## config.mk

```make
export PLATFORM = sky130hd
export DESIGN_NAME = tennis_set_ctrl
export DESIGN_NICKNAME = d
export VERILOG_FILES = /design/src/rtl/tennis_pkg.sv /design/src/rtl/adv_tracker.sv /design/src/rtl/tennis_set_ctrl.sv
export SDC_FILE = /design/constraint.sdc
export NUM_CORES = 1
export LEC_CHECK = 0
export ABC_AREA = 0
export BUFFER_PORTS_ARGS = -buffer_cell sky130_fd_sc_hd__buf_2
export CORE_UTILIZATION = 30
export CTS_CLUSTER_SIZE = 14
export DETAILED_ROUTE_END_ITERATION = 6
export PLACE_DENSITY = 0.53
export SYNTH_ARGS = -nofsm -noshare
export SYNTH_HDL_FRONTEND = slang
export SYNTH_SLANG_ARGS = --single-unit
```

## constraint.sdc

```tcl
create_clock -name clk -period 2.2 [get_ports clk]
set_input_delay 0.11 -clock clk [delete_from_list [all_inputs] [get_ports clk]]
set_output_delay 0.11 -clock clk [all_outputs]
set_load 0.01 [all_outputs]
```

## src/rtl/tennis_pkg.sv

```systemverilog
// rtl/tennis_pkg.sv - shared score encodings, set constants and set-rule helpers
package tennis_pkg;

    typedef enum logic [1:0] {
        P0  = 2'd0,
        P15 = 2'd1,
        P30 = 2'd2,
        P40 = 2'd3
    } point_t;

    typedef enum logic [1:0] {
        ADV_NONE = 2'b00,
        ADV_P1   = 2'b01,
        ADV_P2   = 2'b10
    } adv_t;

    localparam logic [2:0] GAMES_TO_SET = 3'd6;
    localparam logic [2:0] GAMES_MAX    = 3'd7;
    localparam logic [2:0] MIN_LEAD     = 3'd2;

    function automatic logic [2:0] games_inc(input logic [2:0] g);
        return (g == GAMES_MAX) ? g : g + 3'd1;
    endfunction

    // Widened to 4 bits so opponent+lead cannot wrap at 6 or 7 games.
    function automatic logic set_won(input logic [2:0] winner_games,
                                     input logic [2:0] other_games);
        logic [3:0] need;
        need = {1'b0, other_games} + {1'b0, MIN_LEAD};
        return (winner_games == GAMES_MAX) ||
               ((winner_games >= GAMES_TO_SET) && ({1'b0, winner_games} >= need));
    endfunction

endpackage

```

## src/rtl/adv_tracker.sv

```systemverilog
// rtl/adv_tracker.sv - deuce/advantage state machine for one game
module adv_tracker
    import tennis_pkg::*;
(
    input  logic       clk,
    input  logic       rs_n,
    input  logic       en,
    input  logic       p1,
    input  logic       p2,
    input  logic       clr,
    output logic [1:0] adv,
    output logic       win_p1,
    output logic       win_p2
);

    adv_t adv_q;
    logic pt1;
    logic pt2;

    assign pt1 = en & p1 & ~p2;
    assign pt2 = en & p2 & ~p1;

    always_ff @(posedge clk) begin
        if (!rs_n) begin
            adv_q <= ADV_NONE;
        end else if (clr) begin
            adv_q <= ADV_NONE;
        end else if (pt1) begin
            case (adv_q)
                ADV_NONE: adv_q <= ADV_P1;
                ADV_P1:   adv_q <= ADV_NONE;
                ADV_P2:   adv_q <= ADV_NONE;
                default:  adv_q <= ADV_NONE;
            endcase
        end else if (pt2) begin
            case (adv_q)
                ADV_NONE: adv_q <= ADV_P2;
                ADV_P1:   adv_q <= ADV_NONE;
                ADV_P2:   adv_q <= ADV_NONE;
                default:  adv_q <= ADV_NONE;
            endcase
        end
    end

    // Win pulses are decoded from the held state so the top can close the game on this same edge.
    assign win_p1 = pt1 & (adv_q == ADV_P1);
    assign win_p2 = pt2 & (adv_q == ADV_P2);
    assign adv    = adv_q;

endmodule

```

## src/rtl/tennis_set_ctrl.sv

```systemverilog
// rtl/tennis_set_ctrl.sv - point, game, server and set scoring for one tennis set
module tennis_set_ctrl
    import tennis_pkg::*;
(
    input  logic       clk,
    input  logic       rs_n,
    input  logic       p1,
    input  logic       p2,
    output logic [1:0] pts1,
    output logic [1:0] pts2,
    output logic [1:0] adv,
    output logic       deuce_act,
    output logic [2:0] games1,
    output logic [2:0] games2,
    output logic       server,
    output logic       game_won,
    output logic       game_winner,
    output logic       set_done,
    output logic       set_winner
);

    point_t     pts1_q, pts1_d;
    point_t     pts2_q, pts2_d;
    logic       deuce_act_q, deuce_act_d;
    logic [2:0] games1_q, games1_d;
    logic [2:0] games2_q, games2_d;
    logic       server_q, server_d;
    logic       game_won_q, game_won_d;
    logic       game_winner_q, game_winner_d;
    logic       set_done_q, set_done_d;
    logic       set_winner_q, set_winner_d;

    logic       pt1, pt2;
    logic       trk_win_p1, trk_win_p2;
    logic       win1, win2, game_done;
    logic [1:0] trk_adv;

    // A frozen set swallows every point before it reaches any counter.
    assign pt1 = p1 & ~p2 & ~set_done_q;
    assign pt2 = p2 & ~p1 & ~set_done_q;

    adv_tracker u_adv_tracker (
        .clk    (clk),
        .rs_n   (rs_n),
        .en     (deuce_act_q),
        .p1     (pt1),
        .p2     (pt2),
        .clr    (game_done),
        .adv    (trk_adv),
        .win_p1 (trk_win_p1),
        .win_p2 (trk_win_p2)
    );

    always_comb begin
        win1 = 1'b0;
        win2 = 1'b0;
        if (deuce_act_q) begin
            win1 = trk_win_p1;
            win2 = trk_win_p2;
        end else begin
            win1 = pt1 && (pts1_q == P40);
            win2 = pt2 && (pts2_q == P40);
        end
        game_done = win1 | win2;
    end

    always_comb begin
        pts1_d        = pts1_q;
        pts2_d        = pts2_q;
        deuce_act_d   = deuce_act_q;
        games1_d      = games1_q;
        games2_d      = games2_q;
        server_d      = server_q;
        game_won_d    = 1'b0;
        game_winner_d = game_winner_q;
        set_done_d    = set_done_q;
        set_winner_d  = set_winner_q;

        if (game_done) begin
            pts1_d        = P0;
            pts2_d        = P0;
            deuce_act_d   = 1'b0;
            server_d      = ~server_q;
            game_won_d    = 1'b1;
            game_winner_d = win2;
            if (win1) begin
                games1_d = games_inc(games1_q);
                if (set_won(games1_d, games2_q)) begin
                    set_done_d   = 1'b1;
                    set_winner_d = 1'b0;
                end
            end else begin
                games2_d = games_inc(games2_q);
                if (set_won(games2_d, games1_q)) begin
                    set_done_d   = 1'b1;
                    set_winner_d = 1'b1;
                end
            end
        end else if (!deuce_act_q) begin
            if (pt1) begin
                pts1_d = point_t'(pts1_q + 2'd1);
            end
            if (pt2) begin
                pts2_d = point_t'(pts2_q + 2'd1);
            end
            deuce_act_d = (pts1_d == P40) && (pts2_d == P40);
        end
    end

    always_ff @(posedge clk) begin
        if (!rs_n) begin
            pts1_q        <= P0;
            pts2_q        <= P0;
            deuce_act_q   <= 1'b0;
            games1_q      <= 3'd0;
            games2_q      <= 3'd0;
            server_q      <= 1'b0;
            game_won_q    <= 1'b0;
            game_winner_q <= 1'b0;
            set_done_q    <= 1'b0;
            set_winner_q  <= 1'b0;
        end else begin
            pts1_q        <= pts1_d;
            pts2_q        <= pts2_d;
            deuce_act_q   <= deuce_act_d;
            games1_q      <= games1_d;
            games2_q      <= games2_d;
            server_q      <= server_d;
            game_won_q    <= game_won_d;
            game_winner_q <= game_winner_d;
            set_done_q    <= set_done_d;
            set_winner_q  <= set_winner_d;
        end
    end

    assign pts1        = pts1_q;
    assign pts2        = pts2_q;
    assign adv         = trk_adv;
    assign deuce_act   = deuce_act_q;
    assign games1      = games1_q;
    assign games2      = games2_q;
    assign server      = server_q;
    assign game_won    = game_won_q;
    assign game_winner = game_winner_q;
    assign set_done    = set_done_q;
    assign set_winner  = set_winner_q;

endmodule

```

; Word-level counts from Yosys, hierarchy flattened
; Index checks and enable logic that the tools add are counted.
; W data, S select, Z words.
[word_totals]
ff_bits = 18
wordCells = 86
inputBits = 4
[op_classes]
n_eq_ne = 11
reduce_logical = 14
n_bitwise = 19
addsub = 6
muxes = 21
order_cmp = 4
[op_table]
columns = op, n
row1 = $mux W2, 9
row2 = $eq A3 B3 Y1 const B, 4
row3 = $and A1 B1 Y1, 10
row4 = $eq A2 B2 Y1 const B, 5
row5 = $mux W1, 10
row6 = $add A3 B2 Y4 const B, 2
row7 = $ge A3 B4 Y1, 2
row8 = $not A1 Y1, 8
row9 = $add A3 B1 Y3 const B, 2
row10 = $ge A3 B3 Y1 const B, 2
row11 = $mux W3, 2
row12 = $logic_and A1 B1 Y1, 5
row13 = $add A2 B1 Y2 const B, 2
row14 = $reduce_and A2 Y1, 2
row15 = $reduce_bool A2 Y1, 2
row16 = $reduce_and A3 Y1, 1
row17 = $eq A2 B1 Y1 const B, 1
row18 = $logic_not A2 Y1, 1
row19 = $logic_or A1 B1 Y1, 2
row20 = $ne A2 B1 Y1 const B, 1
row21 = $reduce_or A2 Y1, 1
row22 = $or A1 B1 Y1, 1

; Longest topological paths before layout
; Gate-level depths: netlist of the first run.
[logic_depth]
ltp_word = 12
ltp_mapped = 9
mapped_depth_nobuf = 9

; By module
; Synthesis of the first run repeated with hierarchy kept, for this count alone.
[hier_totals]
hier_cells = 127
hier_area_um2 = 1158.6
[modules_own_cells]
columns = module, n_inst, area_per_inst_um2, cells_per_inst, seq_area_each_um2
row1 = tennis_set_ctrl, 1, 1012.2, 109, 320.3
row2 = adv_tracker, 1, 146.4, 18, 40.0

; Worst setup path before layout of the first run
; OpenSTA, ideal clock, no wires.
[synth_timing]
path_type = reg-to-reg
start = register games1_q[1] (netlist: games1[1])
end = register set_winner_q (netlist: set_winner)
path_stages_with_launch = 10
synth_period_minus_slack_ps = 2075
path_slack_ps = 125
n_path_buf = 0
arrival_ps = 2001
cell_sequence = dfxtp_1 > ha_1 > nand2_1 > xnor2_1 > ha_1 > nand2b_1 > a211oi_1 > o31ai_1 > and3_1 > o21ai_0
[synth_between]
elab_chain_cells = 7
elab_cells_between_ends = 15
cone_classes = add/sub (2) / order compare (3) / eq/ne (3) / mux (1) / reduce/logical (6)
[synth_rtl]
columns = element, line_no
row1 = start: declaration, tennis_set_ctrl.sv:25  ; logic [2:0] games1_q, games1_d;
row2 = start signal: assignment, tennis_set_ctrl.sv:126  ; games1_q <= games1_d;
row3 = $add A3 B1 Y3 / $eq A3 B3 Y1 (equally long branches), tennis_pkg.sv:22  ; return (g == GAMES_MAX) ? g : g + 3'd1;
row4 = $mux W3, tennis_pkg.sv:22
row5 = $ge A3 B4 Y1 / $ge A3 B3 Y1 (equally long branches), tennis_pkg.sv:31  ; ((winner_games >= GAMES_TO_SET) && ({1'b0, winner_games} >= need));
row6 = $logic_and A1 B1 Y1, tennis_pkg.sv:31
row7 = $logic_or A1 B1 Y1, tennis_pkg.sv:30  ; return (winner_games == GAMES_MAX) ||
row8 = $ne A2 B1 Y1 (no source line), -
row9 = $reduce_and A3 Y1 (no source line) *, -
row10 = end signal: assignment, tennis_set_ctrl.sv:132  ; set_winner_q <= set_winner_d;
row11 = end: declaration, tennis_set_ctrl.sv:31  ; logic set_winner_q, set_winner_d;
; Every way passes the cells marked *; elsewhere a longest branch is shown, timed or not.
; A chain may end at the register's enable or synchronous reset.

; Worst setup path after layout of the first run
[layout_timing]
start = register games1_q[0] (netlist: games1[0])
end = register set_winner_q (netlist: set_winner)
; The elaborated chain is that of the path after synthesis.

==> impl_results.md, run 1 <==
* Outcome: finished clean
* Max Clock Skew at 0.00936 ns
* Final slew viol count at 0
* P&R area growth vs syn at 21.7%
* Top-count cell post-synth: nor2_1
* Initial core utilization at between 30% and 40%
* Ys async rst share at 0%
* Largest net degree at the start of global routing at 13
* Crit path time final at between 2 and 2.5 ns
* LEAKAGE at between 0.6 and 0.7 nW
* EDFF count, synth at 0
* Core area at around 0.0034 mm²
* Setup TNS Final at 0 ns
* Rows at 21
* DIE AREA at roughly 0.0039 mm²
* Fin. Hold Viols at 0
* Synthesized instance count at around 130
* IO Pins at 22
* Highest Clock Rate at between 400 and 500 MHz
* Drt drc at 0
* Post-DP HPWL at 1.84 mm
* Cell family with most CP delay: adder cells
* Per-cell routed wire length at 11.7 µm
* First drt pass iteration count at 4
* Post-synth top area share at 33.1%
* Setup bufs post-CTS at 0
* CP max stage delay at around 0.36 ns
* Pwr dens at between 400 and 500 mW/mm²
* Endpoints failing setup at 0
* WP data required at 2.44 ns
* Prevailing post-synth register cell: dfxtp_1
* Filler cell count at 363
* Top cells by area, synth: dfxtp_1 33%, ha_1 15%, nor2_1 7.2%
* Crit path DAT at 2.30 ns
* Die height at roughly 62 µm
* Syn nets at between 100 and 150
* Via Count at roughly 990
* # hold bufs at CTS at 0
* Post-synth top area cell: dfxtp_1
* CP Class: register to register
* Drt total wl at 2.35 mm
* RSZ-0062 raised after global routing: false
* Critical-path top delay cell: dfxtp_1
* Xor and xnor area share after synthesis at ~6.4%
* Clock-pin slew of the registers on the worst-case setup and hold paths at around 0.11 ns
* Worst path bufs/invs at 0
* Clk_lat worst skew at 0.30 ns
* Global-route wire length before repair at ~4.4 mm
* Vias/cell at around 4.9
* H-tree level count at 1
* Syn_area_per_cell at 8.58 µm²
* CTS Buf Count at 3
* Die Span X at between 60 and 70 µm
* Port bufs at 21
* Synth top cells by count: 21 x nor2_1, 18 x dfxtp_1, 13 x ha_1, 12 x nand2_1, 7 x o21ai_0
* TritonCTS Sinks at 18
* Final #Nets at 173
* Worst Path Max Fanout at 5
* Synth Area in Adders at between 10% and 20%
* #FFs+latches synth at 18
* Relative slew margins at roughly three quarters
* Post-synthesis sequential area ratio at between 30% and 40%
* Grt ovf at 0
* Max-Cap Viols at 0
* Synth Area in Compound Gates at 14.5%
* Crit start category: register
* Ant diodes at 0
* CTS Root Cell: clkbuf_4
* Mux cell area share after synthesis at under 10%
* Worst Max-Slew Pin Slew at 0.375 ns
* Critical Path End Type: register
* DR iter-0 viols at 35
* GPL Wtd Cong at between 0.8 and 0.9
* CTS tree: built
* Area occupied by multi-input gates at between 700 and 800 µm²
* Antenna-violating nets left at 0
* Synth Area in Simple Gates at 25.9%
* Clock buffer depth at 2
* Layout cells sized above 1 at 27.1%
* Post-Syn Area at 0.00109 mm²
* Final worst-path cycle share at between 90% and 100%
* Worst Hold Class: primary input to register
* CP cell instances: ha_2, nand2_2, xnor2_2, ha_1, nand2b_1, a211oi_1, o31ai_1, and3_1, o21ai_0
* Util after Layout at roughly 39%
* Number of global-route vias before repair at 976
* Antenna violations before repair at 0
* Distinct cell type count after synthesis at 30
* Synth warn at 0
* Register area at roughly 360 µm²
* Largest family of logic cells by synthesized area: simple AND/OR/NAND/NOR gates
* Worst VDD drop at roughly 0.25 mV
* Total GRT Usage at 13.9%
[layout by cell type (no fill, tap or decap), types with 2 or more instances in the layout]
cell / instances
nor2_1: 21
buf_2: 21
dfxtp_1: 18
ha_1: 12
nand2_1: 11
o21ai_0: 7
a21oi_1: 6
inv_1: 4
nand2b_1: 4
nand3b_1: 4
xor2_1: 4
buf_4: 4
xnor2_1: 3
nor3b_1: 3
nand3_1: 3
clkbuf_4: 3
or2_2: 2
nand2_2: 2
mux2_2: 2
or3b_4: 2
a21oi_4: 2
a211oi_1: 2
o31ai_1: 2
a22oi_1: 2
[cells by family after synthesis]
| group | count (synthesis) |
|---|---|
| fa+ha+maj | 13 |
| compound gates | 23 |
| simple gates | 56 |
| xor+xnor | 8 |
| mux | 3 |
| buf+inv | 6 |
| flops | 18 |
[cell type report]
cell class	count	share of cell area, %
Multi-Input combinational cell	103	54.2
Sequential cell	18	27.2
Timing Repair Buffer	25	10.2
Tap cell	46	4.34
Clock buffer	4	2.74
Inverter	5	1.42
[worst register-to-register path, cell delays in order (launching register included)]
cell and delay, ns:
dfxtp_1 0.36, ha_2 0.23, nand2_2 0.11, xnor2_2 0.16, ha_1 0.28, nand2b_1 0.16, a211oi_1 0.25, o31ai_1 0.12
and3_1 0.19, o21ai_0 0.14
[sequential cells by signal, indices dropped and copies added, names as in the netlist, 2 cells and up]
name,count
games1,3
pts2,2
u_adv_tracker.adv,2
pts1,2
games2,3
[power breakdown]
group | total, mW | internal [mW] | switching [mW]
sequential | 0.337 | 0.331 | 0.00623
combinational | 0.0445 | 0.0196 | 0.0249
clock | 0.212 | 0.101 | 0.111
total | 0.594 | 0.451 | 0.142
[worst paths after layout]
kind	start	endpoint	slack, ns	depth (start not counted)
setup / recovery	games1[0]$_SDFFE_PN0P_	set_winner$_SDFFE_PN0P_	0.14	9
hold reg to reg	set_winner$_SDFFE_PN0P_	set_winner$_SDFFE_PN0P_	0.49	2
setup reg to reg	games1[0]$_SDFFE_PN0P_	set_winner$_SDFFE_PN0P_	0.14	9
hold / removal	rs_n	set_winner$_SDFFE_PN0P_	0.09	3
[stage by stage]
stage          hold WS [ns]  std cells  power (mW)  worst slack [ns]  area [µm²]
2_1_floorplan         0.258        127       0.373             0.125        1090
3_3_place_gp          0.413        197       0.388             0.186        1280
3_5_place_dp          0.422        197       0.389            0.0683        1280
4_1_cts              0.0902        201       0.603            0.0394        1310
5_1_grt              0.0801        201       0.630            0.0172        1330
6_report             0.0950        201       0.594             0.139        1330
[what timing repair did]
action | in CTS | in global routing
setup endpoints to repair | 0 | 2
hold endpoints to repair | 0 | 0
gates resized for setup | 0 | 3
[per-layer routing]
metal	vias up	GRT usage, %	part of all wire (%)
li1	498	-	-
met3	4	4.41	5.4
met2	24	23.5	46
met4	0	4.07	1.0
met1	463	16.6	47
met5	-	0	0
No activity file was read; power rests on OpenSTA's default activity.
==> run 2, diff against run 1 <==
--- a/config.mk
+++ b/config.mk
@@ -5,12 +5,12 @@
 export SDC_FILE = /design/constraint.sdc
 export NUM_CORES = 1
 export LEC_CHECK = 0
-export ABC_AREA = 0
+export ABC_AREA = 1
 export BUFFER_PORTS_ARGS = -buffer_cell sky130_fd_sc_hd__buf_2
 export CORE_UTILIZATION = 30
 export CTS_CLUSTER_SIZE = 14
 export DETAILED_ROUTE_END_ITERATION = 6
-export PLACE_DENSITY = 0.53
+export PLACE_DENSITY = 0.52
 export SYNTH_ARGS = -nofsm -noshare
 export SYNTH_HDL_FRONTEND = slang
 export SYNTH_SLANG_ARGS = --single-unit
==> run 2 against run 1 <==
Net effect:
- combinational power is 36% higher
- largest cell class unchanged
- first-iteration DRC count is 49% higher
- clock-buffer cell count is 1 lower
- die area is 8.6% higher
- register-to-register slack better by 0.15 ns
- clock skew is 0.0061 ns lower
- fmax is 7.8% higher
- sequential power hardly changed
- clock power is 4% higher
- global-route usage is 0.65 points lower
- highest routed layer unchanged
==> impl_results.md, run 2 <==
* Highest Clock Rate at about 520 MHz
* Area occupied by multi-input gates at 718 µm²
* Setup TNS Final at 0 ns
* Top cells by area, synth: dfxtp_1 30%, ha_1 14%, nand2_1 11%
* Number of global-route vias before repair at between 1000 and 1500
* RSZ-0062 raised after global routing: false
* Crit start category: register
* Pwr dens at 443 mW/mm²
* Antenna-violating nets left at 0
* Worst Path Max Fanout at 6
* Prevailing post-synth register cell: dfxtp_1
* Worst R2R Setup Slack at 0.29 ns
* Post-synth top area share at a little under a third
* Layout Cells excl Fill at roughly 230
* Ys async rst share at 0%
* CP Class: register to register
* Syn nets at ~180
* Placed insts at 228
* Most used cell, CP: nand2_1
* Synth top cells by count: 35 x nand2_1, 24 x inv_1, 18 x dfxtp_1, 13 x ha_1, 12 x nor2_1
* Post-synth top area cell: dfxtp_1
* #FFs+latches synth at 18
* Die Span X at ~65 µm
* Distinct cell type count after synthesis at 27
* Syn_area_per_cell at roughly 7.5 µm²
* CP cell instances: ha_1, or2_2, ha_1, inv_1, nor2_1, nand3_1, nand3_1, nand2_1, nand2_1, nand2_1, a21oi_1
* Power Internal at between 0.4 and 0.5 mW
* Clock-pin slew of the registers on the worst-case setup and hold paths at about 0.06 ns
* Critical-path top delay cell: dfxtp_1
* Worst Hold Class: primary input to register
* Drt drc at 0
* Synthesized instance count at 158
* LEAKAGE at around 0.72 nW
* Total power at 0.621 mW
* Util after Layout at a little under two fifths
* Crit path time final at about 1.9 ns
* WP data required at 2.38 ns
* Die height at ~65 µm
* TritonCTS Sinks at 18
* CTS Buf Count at 3
* Max-Cap Viols at 0
* Final slew viol count at 0
* Top-count cell post-synth: nand2_1
* Endpoints failing setup at 0
* Worst reg-to-reg path cell count at 11
* Comb power frac at under 10%
* Ant diodes at 0
* Clock buffer depth at 2
* Total GRT Usage at approximately an eighth
* CTS Root Cell: clkbuf_8
* Worst hold endpoint: games2[1]$_SDFFE_PN0P_
* # hold bufs at CTS at 0
* Post-Syn Area at 0.00119 mm²
* Proportion of power drawn by the clock network at 35.5%
* Max Clock Skew at about 0.0033 ns
* Largest net degree at the start of global routing at 10
* Synth warn at 0
* Worst slack at placement at 0.250 ns
* Layout cells sized above 1 at a little under a quarter
* Worst Max-Slew Pin Slew at about 0.34 ns
* Relative slew margins at 77.5%
* Core area at about 0.0037 mm²
* GPL Wtd Cong at roughly 0.79
* Final worst-path cycle share at between 80% and 90%
* Post-synthesis sequential area ratio at a little under a third
* Filler cell count at just over 400
* IO Pins at 22
* EDFF count, synth at 0
* FF-to-FF Start: games2[0]$_SDFFE_PN0P_
* Rows at 22
* Register area at 362 µm²
* H-tree level count at 1
* Worst setup margin at 0.289 ns
* Vias/cell at 4.63
* Grt ovf at 0
* CP max stage delay at around 0.36 ns
* Critical Path End Type: register
* Per-cell routed wire length at 10.4 µm
* Final #Nets at approximately 200
* HP Start: rs_n
* Sequential fraction of design power at between 50% and 60%
* Commonest non-fill, non-tap cell in the layout: nand2_1
* Port bufs at 21
* Global-route wire length before repair at ~4.4 mm
* Drt total wl at 2.40 mm
* Min Hold Slack at between 0.15 and 0.2 ns
* Worst R2R End: set_winner$_SDFFE_PN0P_
* Switching share of power at 23.0%
* Crit path DAT at between 2 and 2.5 ns
* Worst VDD drop at about 0.17 mV
* Net switching power at around 0.14 mW
* CTS tree: built
* Outcome: finished clean
* Design area at roughly 0.0014 mm²
* Commonest non-fill, non-tap cells in the layout: 35 x nand2_1, 24 x inv_1, 21 x buf_2
* First drt pass iteration count at 4
* Fin. Hold Viols at 0
* Worst hold stages at 3
* Antenna violations before repair at 0
* DIE AREA at 0.00421 mm²
* Clk_lat worst skew at 0.25 ns
* Post-DP HPWL at 1.96 mm
* P&R area growth vs syn at 18.1%
* Placed Area at 0.00136 mm²
* DR iter-0 viols at 52
* Initial core utilization at a little under a third
* Via Count at ~1100
## run 2: layout make-up
cell class,count,share of cell area (%)
sequential,18,25.8
inverter,28,7.68
tap,48,4.29
timing repair buffer,22,8.04
multi-input combinational,112,51.3
clock buffer,3,2.95
## run 2: how the worst max path moves through the flow
stage                                      start  slack (ns)  depth (start not counted)                 endpoint
after floorplan           games1[1]$_SDFFE_PN0P_        0.41                         10    set_done$_SDFFE_PN0P_
after global placement    games2[1]$_SDFFE_PN0P_        0.29                         13    set_done$_SDFFE_PN0P_
after detailed placement  games2[1]$_SDFFE_PN0P_        0.25                         13    set_done$_SDFFE_PN0P_
after CTS                 games2[1]$_SDFFE_PN0P_        0.23                         13  set_winner$_SDFFE_PN0P_
after global routing      games2[0]$_SDFFE_PN0P_        0.02                         13  set_winner$_SDFFE_PN0P_
final                     games2[0]$_SDFFE_PN0P_        0.29                         11  set_winner$_SDFFE_PN0P_
## run 2: repair_timing
| item | in CTS | in global routing |
|---|---|---|
| setup endpoints to repair | 0 | 2 |
| setup buffers | 0 | 0 |
| resized for setup | 0 | 1 |
## run 2: power by group through the flow
stage / Sequential, mW / Combinational, mW / Clock (mW)
6_report: 0.340 / 0.0603 / 0.220
5_1_grt: 0.341 / 0.0692 / 0.252
4_1_cts: 0.340 / 0.0613 / 0.236
3_5_place_dp: 0.348 / 0.0606 / 0
3_3_place_gp: 0.347 / 0.0590 / 0
2_1_floorplan: 0.350 / 0.0360 / 0
## run 2: worst max-delay path: cells and delay by family, from the launching register on
family | cells | cell delay, ns
and+or+nand+nor | 7 | 0.78
adders and majority gates | 2 | 0.54
DFF | 1 | 0.36
AOI/OAI and AO/OA | 1 | 0.13
buffers and inverters | 1 | 0.04
## run 2: layer usage
metal	up-vias	track usage [%]	routed length, µm
met5	-	0	0
met4	0	3.06	14
met3	5	3.87	86
met2	14	23.7	1180
met1	492	15.2	1120
li1	558	-	-
## run 2: cell families (layout without fill, tap and decap cells)
family / Yosys count / in the layout / share of synthesized area, %
AOI/OAI and AO/OA: 22 / 22 / 10.4
xor gates and xnor gates: 3 / 3 / 2.22
adders and majority gates: 13 / 13 / 13.7
buffers and inverters: 28 / 53 / 9.07
DFF: 18 / 18 / 30.4
and+or+nand+nor: 74 / 74 / 34.2
==> run 3, diff against run 2 <==
--- a/config.mk
+++ b/config.mk
@@ -10,7 +10,7 @@
 export CORE_UTILIZATION = 30
 export CTS_CLUSTER_SIZE = 14
 export DETAILED_ROUTE_END_ITERATION = 6
-export PLACE_DENSITY = 0.52
+export PLACE_DENSITY = 0.54
 export SYNTH_ARGS = -nofsm -noshare
 export SYNTH_HDL_FRONTEND = slang
 export SYNTH_SLANG_ARGS = --single-unit
==> constraint.sdc (replaced) <==
create_clock -name clk -period 2.3 [get_ports clk]
set_input_delay 0.115 -clock clk [delete_from_list [all_inputs] [get_ports clk]]
set_output_delay 0.115 -clock clk [all_outputs]
set_load 0.01 [all_outputs]
==> run 3 against run 2 <==
Net effect:
- clock skew decreased by 0.0028 ns
- register-to-register slack improved by 0.04 ns
- critical path depth increased by 2
- non-clock buffer count unchanged
- power increased by 3.0%
- hold slack got worse by 0.0026 ns
- largest power group unchanged
==> impl_results.md, run 3 (synthesis results as in run 2) <==
* Highest Clock Rate at around 500 MHz
* # hold bufs at CTS at 0
* First drt pass iteration count at 4
* Worst Path Max Fanout at 6
* Drt total wl at ~2.2 mm
* Placed Area at 0.00136 mm²
* Commonest non-fill, non-tap cells in the layout: 35 x nand2_1, 24 x inv_1, 21 x buf_2
* Design area at 0.00141 mm²
* Largest net degree at the start of global routing at 11
* Worst Hold Class: primary input to register
* Worst R2R Setup Slack at approximately 0.33 ns
* Final worst-path cycle share at between 80% and 90%
* Worst slack at placement at between 0.3 and 0.4 ns
* Worst VDD drop at between 0.15 and 0.2 mV
* HP Start: rs_n
* Commonest non-fill, non-tap cell in the layout: nand2_1
* Area occupied by multi-input gates at around 720 µm²
* Die height at approximately 65 µm
* Worst path bufs/invs at 1
* Worst reg-to-reg path cell count at 13
* Antenna violations before repair at 0
* Rows at 22
* CTS Buf Count at 3
* CP Class: register to register
* DIE AREA at about 0.0042 mm²
* Crit start category: register
* GRT met2 Usage at around a fifth
* RSZ-0062 raised after global routing: false
* CTS resizes at 0
* TritonCTS Sinks at 18
* Worst Max-Slew Pin Slew at between 0.3 and 0.4 ns
* Core area at 0.00372 mm²
* Clock-pin slew of the registers on the worst-case setup and hold paths at ~0.070 ns
* Most used cell, CP: nand2_1
* GRT met3 Usage at around 2.1%
* Filler cell count at just over 400
* LEAKAGE at between 0.7 and 0.8 nW
* Worst R2R End: set_done$_SDFFE_PN0P_
* Post-DP HPWL at 1.81 mm
* CTS tree: built
* GPL Wtd Cong at 0.755
* Drt drc at 0
* Die Span X at ~65 µm
* Clock buffer depth at 2
* Grt ovf at 0
* IO Pins at 22
* Fin. Hold Viols at 0
* Setup TNS Final at 0 ns
* Antenna-violating nets left at 0
* Number of global-route vias before repair at between 900 and 1000
* Pwr dens at approximately 450 mW/mm²
* Worst setup margin at 0.326 ns
* Final slew viol count at 0
* Max-Cap Viols at 0
* Crit path DAT at 2.12 ns
* CP cell instances: ha_1, nand2_1, xnor2_1, ha_1, inv_1, nand2_1, nand2_1, nand2_1, nand3_1, nor2_1, nor2_1, nor2_1, a21oi_1
* Vias/cell at 4.32
* H-tree level count at 1
* Per-cell routed wire length at around 9.6 µm
* Outcome: finished clean
* Layout cells sized above 1 at 23.4%
* Worst hold stages at 3
* Cell family with most CP delay: simple AND/OR/NAND/NOR gates
* Clk_lat worst skew at around 0.25 ns
* Grt peak-use layer: met2
* Via Count at about 1000
* Placed insts at roughly 230
* CP max stage delay at around 0.43 ns
* Critical Path End Type: register
* Total power at around 0.64 mW
* FF-to-FF Start: games1[1]$_SDFFE_PN0P_
* Port bufs at 21
* Met1 track utilization from global routing at around 16%
* Critical-path top delay cell: dfxtp_1
* Setup bufs post-CTS at 0
* Initial core utilization at about a third
* Endpoints failing setup at 0
* Crit path time final at 1.97 ns
* WP data required at approximately 2.4 ns
* Final #Nets at slightly above 200
* Worst hold endpoint: games2[0]$_SDFFE_PN0P_
* Max Clock Skew at 0.000477 ns
* Global-route wire length before repair at approximately 4.0 mm
* P&R area growth vs syn at 19.2%
* Ant diodes at 0
* DR iter-0 viols at 32
* Register area at 360 µm²
* Total GRT Usage at 12.0%
* Layout Cells excl Fill at about 230
* CTS Root Cell: clkbuf_8
* Relative slew margins at around three quarters
run 3: power breakdown:
| part | switching (mW) | total (mW) | internal [mW] |
|---|---|---|---|
| Sequential | 0.00715 | 0.325 | 0.318 |
| Combinational | 0.0342 | 0.0567 | 0.0225 |
| Clock | 0.105 | 0.257 | 0.152 |
run 3: cell type report:
| type | count | area share [%] |
|---|---|---|
| well taps | 48 | 4.25 |
| multi-input cells | 112 | 50.8 |
| clock buffers | 4 | 3.89 |
| inverters | 28 | 7.61 |
| flip-flops and latches | 18 | 25.5 |
| repair buffers | 22 | 7.96 |
run 3: through the flow:
stage               hold slack, ns  util (%)
global route                 0.198      38.0
global placement             0.451      36.6
floorplan                    0.251         -
finish                       0.191      38.0
detailed placement           0.456      36.6
CTS                          0.189      38.0
run 3: how the worst max path moves through the flow:
stage | from | to | slack (ns) | cells after the start
after floorplan | games1[1]$_SDFFE_PN0P_ | set_done$_SDFFE_PN0P_ | 0.51 | 10
after global placement | games1[1]$_SDFFE_PN0P_ | set_done$_SDFFE_PN0P_ | 0.24 | 10
after detailed placement | games1[1]$_SDFFE_PN0P_ | set_done$_SDFFE_PN0P_ | 0.32 | 10
after CTS | games1[1]$_SDFFE_PN0P_ | set_done$_SDFFE_PN0P_ | 0.31 | 10
after global routing | games1[1]$_SDFFE_PN0P_ | set_done$_SDFFE_PN0P_ | 0.08 | 13
final | games1[1]$_SDFFE_PN0P_ | set_done$_SDFFE_PN0P_ | 0.33 | 13
run 3: per-layer routing:
layer | up-vias | share of wire (%)
met1 | 426 | 52
met3 | 2 | 2.7
met2 | 12 | 45
met4 | 0 | 0.81
met5 | - | 0
li1 | 562 | -
run 3: worst register-to-register path: cells and delay by family (launching register included):
family,cells,cell delay (ns)
adders and majority gates,2,0.45
DFF,1,0.43
AOI/OAI and AO/OA,1,0.06
xor gates and xnor gates,1,0.35
and+or+nand+nor,8,0.53
buffers and inverters,1,0.04
